## src/rtl/cdma_dc_rsp_seq.sv

```systemverilog
// Direct-conv response sequencer: pairs each DMA read response with its info
// entry and writes the selected 256b atoms into a circular CBUF entry window.
`timescale 1ns/1ps
module cdma_dc_rsp_seq #(
    parameter int DMA_W  = 512,
    parameter int ATOM_W = 256,
    parameter int ADDR_W = 12,
    parameter int CNT_W  = 16
) (
    input  logic              clk,
    input  logic              reset_,
    input  logic              info_rd_req,
    output logic              info_rd_ready,
    input  logic [5:0]        info_rd_data,
    input  logic              dma_rsp_valid,
    output logic              dma_rsp_ready,
    input  logic [DMA_W-1:0]  dma_rsp_data,
    input  logic [ADDR_W-1:0] cfg_wr_base,
    input  logic [ADDR_W:0]   cfg_wr_entries,
    input  logic              layer_start,
    output logic              cbuf_wr_en,
    output logic [ADDR_W-1:0] cbuf_wr_addr,
    output logic [ATOM_W-1:0] cbuf_wr_data,
    output logic              stripe_done,
    output logic [CNT_W-1:0]  atom_cnt,
    output logic              err_mask_zero,
    output logic              busy,
    output logic [1:0]        dbg_state
);

    // Handshake: an info entry and a DMA response are popped together, in the
    // single cycle where both are valid and the FSM can start a new entry;
    // info_rd_ready and dma_rsp_ready are the same accept signal.

    typedef enum logic [1:0] {
        ST_IDLE    = 2'd0,
        ST_BEAT_LO = 2'd1,
        ST_BEAT_HI = 2'd2,
        ST_NULL    = 2'd3
    } state_e;

    localparam logic [ADDR_W:0]   ENT_ONE = 1;
    localparam logic [ADDR_W-1:0] OFF_ONE = 1;
    localparam logic [CNT_W-1:0]  CNT_ONE = 1;

    state_e            state_q;
    state_e            first_state;
    logic [DMA_W-1:0]  data_q;
    logic [1:0]        mask_q;
    logic              last_q;
    logic [ADDR_W-1:0] offset_q, offset_d;
    logic [CNT_W-1:0]  atom_cnt_q, atom_cnt_d;
    logic              err_q;
    logic              final_beat;
    logic              accept;
    logic              wr_en;
    logic              unused_rsvd;

    assign unused_rsvd = ^info_rd_data[5:3];

    // Final beat is where the next entry may be accepted without a bubble.
    assign final_beat = (state_q == ST_BEAT_LO && !mask_q[1]) ||
                        (state_q == ST_BEAT_HI) || (state_q == ST_NULL);
    assign accept     = info_rd_req & dma_rsp_valid & ~layer_start &
                        ((state_q == ST_IDLE) | final_beat);
    assign wr_en      = (state_q == ST_BEAT_LO) | (state_q == ST_BEAT_HI);

    always_comb begin
        if (info_rd_data[0]) begin
            first_state = ST_BEAT_LO;
        end else if (info_rd_data[1]) begin
            first_state = ST_BEAT_HI;
        end else begin
            first_state = ST_NULL;
        end
    end

    always_comb begin
        offset_d   = offset_q;
        atom_cnt_d = atom_cnt_q;
        if (wr_en) begin
            offset_d   = ({1'b0, offset_q} == cfg_wr_entries - ENT_ONE) ? '0 : offset_q + OFF_ONE;
            atom_cnt_d = atom_cnt_q + CNT_ONE;
        end
    end

    always_ff @(posedge clk or negedge reset_) begin
        if (!reset_) begin
            state_q    <= ST_IDLE;
            data_q     <= '0;
            mask_q     <= '0;
            last_q     <= 1'b0;
            offset_q   <= '0;
            atom_cnt_q <= '0;
            err_q      <= 1'b0;
        end else if (layer_start) begin
            // Any beats still pending for the current entry are dropped.
            state_q    <= ST_IDLE;
            offset_q   <= '0;
            atom_cnt_q <= '0;
            err_q      <= 1'b0;
        end else begin
            offset_q   <= offset_d;
            atom_cnt_q <= atom_cnt_d;
            if (accept) begin
                data_q  <= dma_rsp_data;
                mask_q  <= info_rd_data[1:0];
                last_q  <= info_rd_data[2];
                state_q <= first_state;
                if (info_rd_data[1:0] == 2'b00) begin
                    err_q <= 1'b1;
                end
            end else if (state_q == ST_BEAT_LO && mask_q == 2'b11) begin
                state_q <= ST_BEAT_HI;
            end else if (final_beat) begin
                state_q <= ST_IDLE;
            end
        end
    end

    assign info_rd_ready = accept;
    assign dma_rsp_ready = accept;
    assign cbuf_wr_en    = wr_en;
    assign cbuf_wr_addr  = wr_en ? cfg_wr_base + offset_q : '0;
    assign cbuf_wr_data  = (state_q == ST_BEAT_LO) ? data_q[ATOM_W-1:0] :
                           (state_q == ST_BEAT_HI) ? data_q[DMA_W-1:ATOM_W] : '0;
    assign stripe_done   = final_beat & last_q;
    assign atom_cnt      = atom_cnt_q;
    assign err_mask_zero = err_q;
    assign busy          = (state_q != ST_IDLE);
    assign dbg_state     = state_q;

endmodule
```

## config.mk

```make
export PLATFORM = sky130hd
export DESIGN_NAME = cdma_dc_rsp_seq
export DESIGN_NICKNAME = d
export VERILOG_FILES = /design/src/rtl/cdma_dc_rsp_seq.sv
export SDC_FILE = /design/constraint.sdc
export NUM_CORES = 1
export LEC_CHECK = 0
export BUFFER_PORTS_ARGS = -buffer_cell sky130_fd_sc_hd__buf_2
export CORE_AREA = 2 2 324 326
export DETAILED_ROUTE_END_ITERATION = 6
export DIE_AREA = 0 0 326 328
export PLACE_DENSITY = 0.53
export SLEW_MARGIN = 20
export SYNTH_ARGS = -nofsm -noshare
export SYNTH_HDL_FRONTEND = slang
export SYNTH_SLANG_ARGS = --single-unit
```

## constraint.sdc

```tcl
create_clock -name clk -period 2.7 [get_ports clk]
set_input_delay 0 -clock clk [delete_from_list [all_inputs] [get_ports clk]]
set_output_delay 0 -clock clk [all_outputs]
set_load 0.01 [all_outputs]
```

==> Word level (Yosys, flattened, before mapping) <==
Cells that the tools add are included.
{ "totals": {"in_bits": 548, "regBits": 546, "out_inout_bits": 292} }
{ "classes": {"n_bitwise": 7, "muxes": 17, "n_addsub": 4, "reduce_logical": 14, "n_eq_ne": 5} }
{ "op_table": {"columns": ["operator", "n"], "rows": [
  ["256-bit two-way mux", 2],
  ["12-bit two-way mux", 4],
  ["16-bit two-way mux", 2],
  ["16-bit by 1-bit adder with 16-bit output, second input constant", 1],
  ["12-bit by 13-bit == test with 1-bit output", 1],
  ["13-bit by 1-bit subtractor with 13-bit output, second input constant", 1],
  ["12-bit by 1-bit adder with 12-bit output, second input constant", 1],
  ["12-bit adder", 1],
  ["2-bit two-way mux", 5],
  ["2-bit nonzero test", 4],
  ["2-bit == test, second input constant", 3],
  ["1-bit bitwise AND", 4],
  ["2-bit zero test", 2],
  ["1-bit two-way mux", 4],
  ["2-bit AND reduction", 2],
  ["4-bit nonzero test", 1],
  ["2-bit by 1-bit == test with 1-bit output, second input constant", 1],
  ["1-bit logical AND", 2],
  ["1-bit logical OR", 2],
  ["1-bit OR", 2],
  ["1-bit zero test", 1],
  ["1-bit inverter", 1]
]} }

==> Logic depth before layout (Yosys ltp) <==
{ "depth": {"ltp_word": 8, "ltp_mapped": 10} }

==> Least setup slack after synthesis <==
OpenSTA, ideal clock, no wires.
{ "synth_timing": {"path_kind": "register to register", "from": "register state_q[1], in the netlist dbg_state[1]", "to": "register data_q[445]", "setup_ps": 125, "setup_slack_ps": 110, "path_stages_with_launch": 10, "required_time_ps": 2575, "arrival_ps": 2465, "path_cell_list": "dfrtp_1 inv_1 ha_1 clkbuf_1 a211oi_1 a211oi_1 clkbuf_1 clkbuf_1 clkbuf_1 mux2_2"} }
{ "synth_via": {"elab_chain_len": 7} }
{ "synth_lines": {"columns": ["item", "line_no", "rtl"], "rows": [
  ["start: declaration", "46", "state_e state_q;"],
  ["start signal: assignment", "109", "state_q <= first_state;"],
  ["2-bit by 1-bit == test with 1-bit output", "62", "assign final_beat = (state_q == ST_BEAT_LO && !mask_q[1]) ||"],
  ["1-bit logical AND", "62", null],
  ["1-bit logical OR", "62", null],
  ["1-bit logical OR", "63", "(state_q == ST_BEAT_HI) || (state_q == ST_NULL);"],
  ["1-bit OR *", "65", "((state_q == ST_IDLE) | final_beat);"],
  ["1-bit bitwise AND *", "64", "assign accept = info_rd_req & dma_rsp_valid & ~layer_start &"],
  ["named net dma_rsp_ready", "16", "output logic dma_rsp_ready,"],
  ["2-bit AND reduction (no line) *", null, null],
  ["end signal: assignment", "106", "data_q <= dma_rsp_data;"],
  ["end: declaration", "48", "logic [DMA_W-1:0] data_q;"]
]} }
The timed path passes the listed nets; every way through them passes the cells marked *.
A chain may end at the register's enable or synchronous reset.

==> Worst setup path in the final report <==
{ "layout_timing": {"from": "register offset_q[0]", "to": "output cbuf_wr_addr[8]"} }
{ "layout_via": {"elab_chain_len": 2} }
{ "layout_lines": {"columns": ["item", "line_no", "rtl"], "rows": [
  ["start: declaration", "51", "logic [ADDR_W-1:0] offset_q, offset_d;"],
  ["start signal: assignment", "103", "offset_q <= offset_d;"],
  ["12-bit adder", "124", "assign cbuf_wr_addr = wr_en ? cfg_wr_base + offset_q : '0;"],
  ["12-bit two-way mux", "124", null],
  ["end: declaration", "22", "output logic [ADDR_W-1:0] cbuf_wr_addr,"]
]} }
Every way passes these cells.

==> reports/qor.tcl <==
set qor(run_status) {finished, final reports clean}
set qor(wirelength_um) 85600
set qor(timing_hold_violations_final) 0
set qor(cts_inserted_buffers) 66
set qor(clk_transition_reported_paths_ps) 50
set qor(hold_crit_path_type) {in -> reg}
set qor(slowest_delay_ps) 420
set qor(first_pass_grt_wire_length_um) 128000
set qor(detailedRoute.firstIterationViolations) 835
set qor(hold_depth) 5
set qor(rrSetupSlack_ps) 200
set qor(routabilityCongestion) 0.814
set qor(clock_tree.htree_level_count) 3
set qor(hpwlAfterDp_um) 58800
set qor(worstSetupStartpoint) {offset_q[0]$_DFFE_PN0P_}
set qor(powerDensity_nw_per_um2) 678
set qor(mappedNetlistArea_sq_um) 24100
set qor(cpMostUsedCell) {a21oi_2}
set qor(setup_repair_after_global_routing_missed_its_margin) {true}
set qor(postSynthRegisterBits) 546
set qor(finalSetupViolations) 0
set qor(synth-edff-count) 0
set qor(grt_max_degree) 69
set qor(detail-route-antenna-nets) 0
set qor(critPathCaptureType) {primary output}
set qor(detail_route.first_pass.iterations) 7
set qor(bufs_and_invs_on_worst_path) 1
set qor(antenna_violations_before_repair) 11
set qor(regToRegEndpoint) {dbg_state[1]$_DFFE_PN0P_}
set qor(worst-endpoint-required_ps) 2700
set qor(critPathTopFamily) {compound AO/OA/AOI/OAI gates}
set qor(synth_cell_type_count) 59
set qor(synth_flop_cell) {dfrtp_1}
set qor(routed_via_density) 4.40
set qor(port_buffers) 836
set qor(placeableCoreArea_sq_um) 103000
set qor(drc_errors_left) 0
set qor(wl_per_cell_um) 18.8
set qor(criticalPathCategory) {reg -> out}
set qor(syn_area_per_cell_sq_um) 13.9
set qor(cp_data_arrival_time_ps) 2650
set qor(fin_crit_ps) 2650
set qor(timing.critical_path.depth) 9
set qor(boundaryPins) 840
set qor(slew_viol_final) 0
set qor(post-route-period-util) 0.980
set qor(grt_pass1_vias) 21900
set qor(async_flop_share) 1.00
set qor(startpoint_type) {flop}
set qor(clk_path_buf_depth) 3
set qor(cts.root.buffer_cell) {clkbuf_16}
set qor(vias) 20000
set qor(groute.usage.overall) 0.154
set qor(insertion_delay_to_the_later_sink_of_the_worst_skew_pair_ps) 610
set qor(clkSinkCount) 546
set qor(crit_chain) {ha_4 -> fa_2 -> a21o_1 -> a21oi_2 -> nor2b_2 -> o31ai_4 -> a21oi_2 -> mux2i_1 -> buf_2}
set qor(final_cell_mix) {buf_2 (835), dfrtp_1 (542), dlygate4sd3_1 (520), mux2_2 (514), a22o_1 (251)}
set qor(p_leak_nw) 17.6
set qor(syn_nets) 2295
set qor(finish.cell_count_without_fillers) 4550
set qor(design.final.nets) 3679
set qor(critical_register_to_register_path_startpoint) {dbg_state[0]$_DFFE_PN0P_}
set qor(synth_sequential_area_ratio) 0.567
set qor(vdd_ir_drop_max_mv) 0.611
set qor(grt.overflow.total) 0
set qor(n_fill_cell) 9969
set qor(maxSlewHeadroom) 0.508
set qor(placed_cells_incl_taps) 3893
set qor(tritoncts_clock_tree) {done}
set qor(timing.reg2reg.worst_path_depth) 8
set qor(critical_path_sink) {cbuf_wr_addr[8]}
set qor(timing.critical_path.fanout_max) 3
set qor(die_w_um) 326
set qor(die_ht_um) 328
set qor(syn-instance-count) 1728
set qor(floorplan.die_area_sq_um) 107000
set qor(cp_slowest_cell) {dfrtp_1}
set qor(postLayoutCoreUtil) 0.370
set qor(start_util) 0.233
set qor(fin_skew_ps) 10.6
set qor(yosys_warnings) 0
set qor(area_growth_pct) 58.7
set qor(drive_gt1_frac) 0.500
set qor(max_freq_mhz) 378
set qor(worst_slew_pin_slew_ps) 738
set qor(row_count) 118
set qor(layout_commonest_cell) {buf_2}
set qor(maxCapViolations) 0
## worst reg2reg max path: cells and delay by family (launching register included)
family	cells	cell delay (ps)
flip-flops	1	460
adder cells (fa/ha/maj)	1	250
AO/OA/AOI/OAI	4	770
buffers and inverters	3	910
## worst min-delay path by stage
| stage | start | end | slack (ps) |
|---|---|---|---|
| 2_1_floorplan | reset_ | atom_cnt[0]$_DFFE_PN0P_ | -300 |
| 3_3_place_gp | reset_ | data_q[427]$_DFFE_PN0P_ | 80 |
| 3_5_place_dp | reset_ | data_q[167]$_DFFE_PN0P_ | 80 |
| 4_1_cts | cfg_wr_entries[10] | offset_q[0]$_DFFE_PN0P_ | 70 |
| 5_1_grt | dma_rsp_data[495] | data_q[495]$_DFFE_PN0P_ | 100 |
| 6_report | cfg_wr_entries[12] | offset_q[0]$_DFFE_PN0P_ | 130 |
## kinds of logic after synthesis
group,synth area share
adder cells (fa/ha/maj),0.0102
AND/OR/NAND/NOR,0.0302
AO/OA/AOI/OAI,0.112
multiplexers,0.242
buffers and inverters,0.0243
XOR/XNOR,0.0135
flip-flops,0.567
## layout make-up
class                   count  area [sq um]  area share
multi-input cells        1032         10000       0.262
clock inverters            14           138     0.00360
diodes                      9          22.5    0.000590
well taps                1380          1730      0.0452
repair buffers           1452         10600       0.277
inverters                  14          52.6     0.00138
flip-flops and latches    546         13700       0.358
clock buffers             103          1990      0.0522
## registers in the layout (all words and copies together), names as in the netlist
name / flops
atom_cnt: 16
data_q: 512
dbg_state: 2
err_mask_zero: 1
last_q: 1
mask_q: 2
offset_q: 12
## per-layer routing
metal,track usage,vias up,part of all wire
met5,0,-,0.000082
met4,0.0619,2,0.035
met3,0.0419,162,0.060
met2,0.266,643,0.50
met1,0.179,10000,0.40
li1,-,9197,-
## synthesized netlist by cell type (all sizes together), types with 5 or more instances
cell      n  share of area
a211oi    6         0.0019
a21oi    15         0.0031
a22o    256          0.093
and2      8         0.0021
and3      7         0.0018
buf      12         0.0027
clkbuf  124          0.019
dfrtp   546           0.57
ha       18         0.0094
inv      14         0.0022
mux2    514           0.24
mux2i     5         0.0021
nand2    19         0.0030
nand2b    8         0.0021
nand3    12         0.0025
nand4     8         0.0021
nor2     37         0.0058
nor3      6         0.0012
nor4     10         0.0026
o21ai    13         0.0027
o311ai    5         0.0018
or3       6         0.0018
xnor2    19         0.0069
xor2     18         0.0065
## metrics by stage
stage | cell area [sq um] | setup slack [ps] | total power [W] | TNS [ps] | hold WS, ps
after global routing | 38200 | -70.9 | 0.0272 | -250 | 100
final | 38200 | 52.9 | 0.0259 | 0 | 126
after floorplan | 24100 | 110 | 0.0143 | 0 | -296
after detailed placement | 30400 | 151 | 0.0165 | 0 | 82.3
after global placement | 30400 | 167 | 0.0163 | 0 | 83.4
after CTS | 38100 | -78.6 | 0.0262 | -204 | 70.7
## repair_timing
action	CTS	global route
resized for setup	24	15
pin swaps	5	6
cloned	5	1
endpoints found under the setup margin	21	49
hold buffers	520	0
hold endpoints to repair	922	0
setup buffers	3	2
## power by group
part	leakage, nW	internal (W)	switching (W)
Sequential	6.52	0.0103	0.00122
Combinational	10.0	0.00333	0.00224
Clock	1.04	0.00519	0.00361
Total	17.6	0.0188	0.00707
No activity file was read; power rests on OpenSTA's default activity.
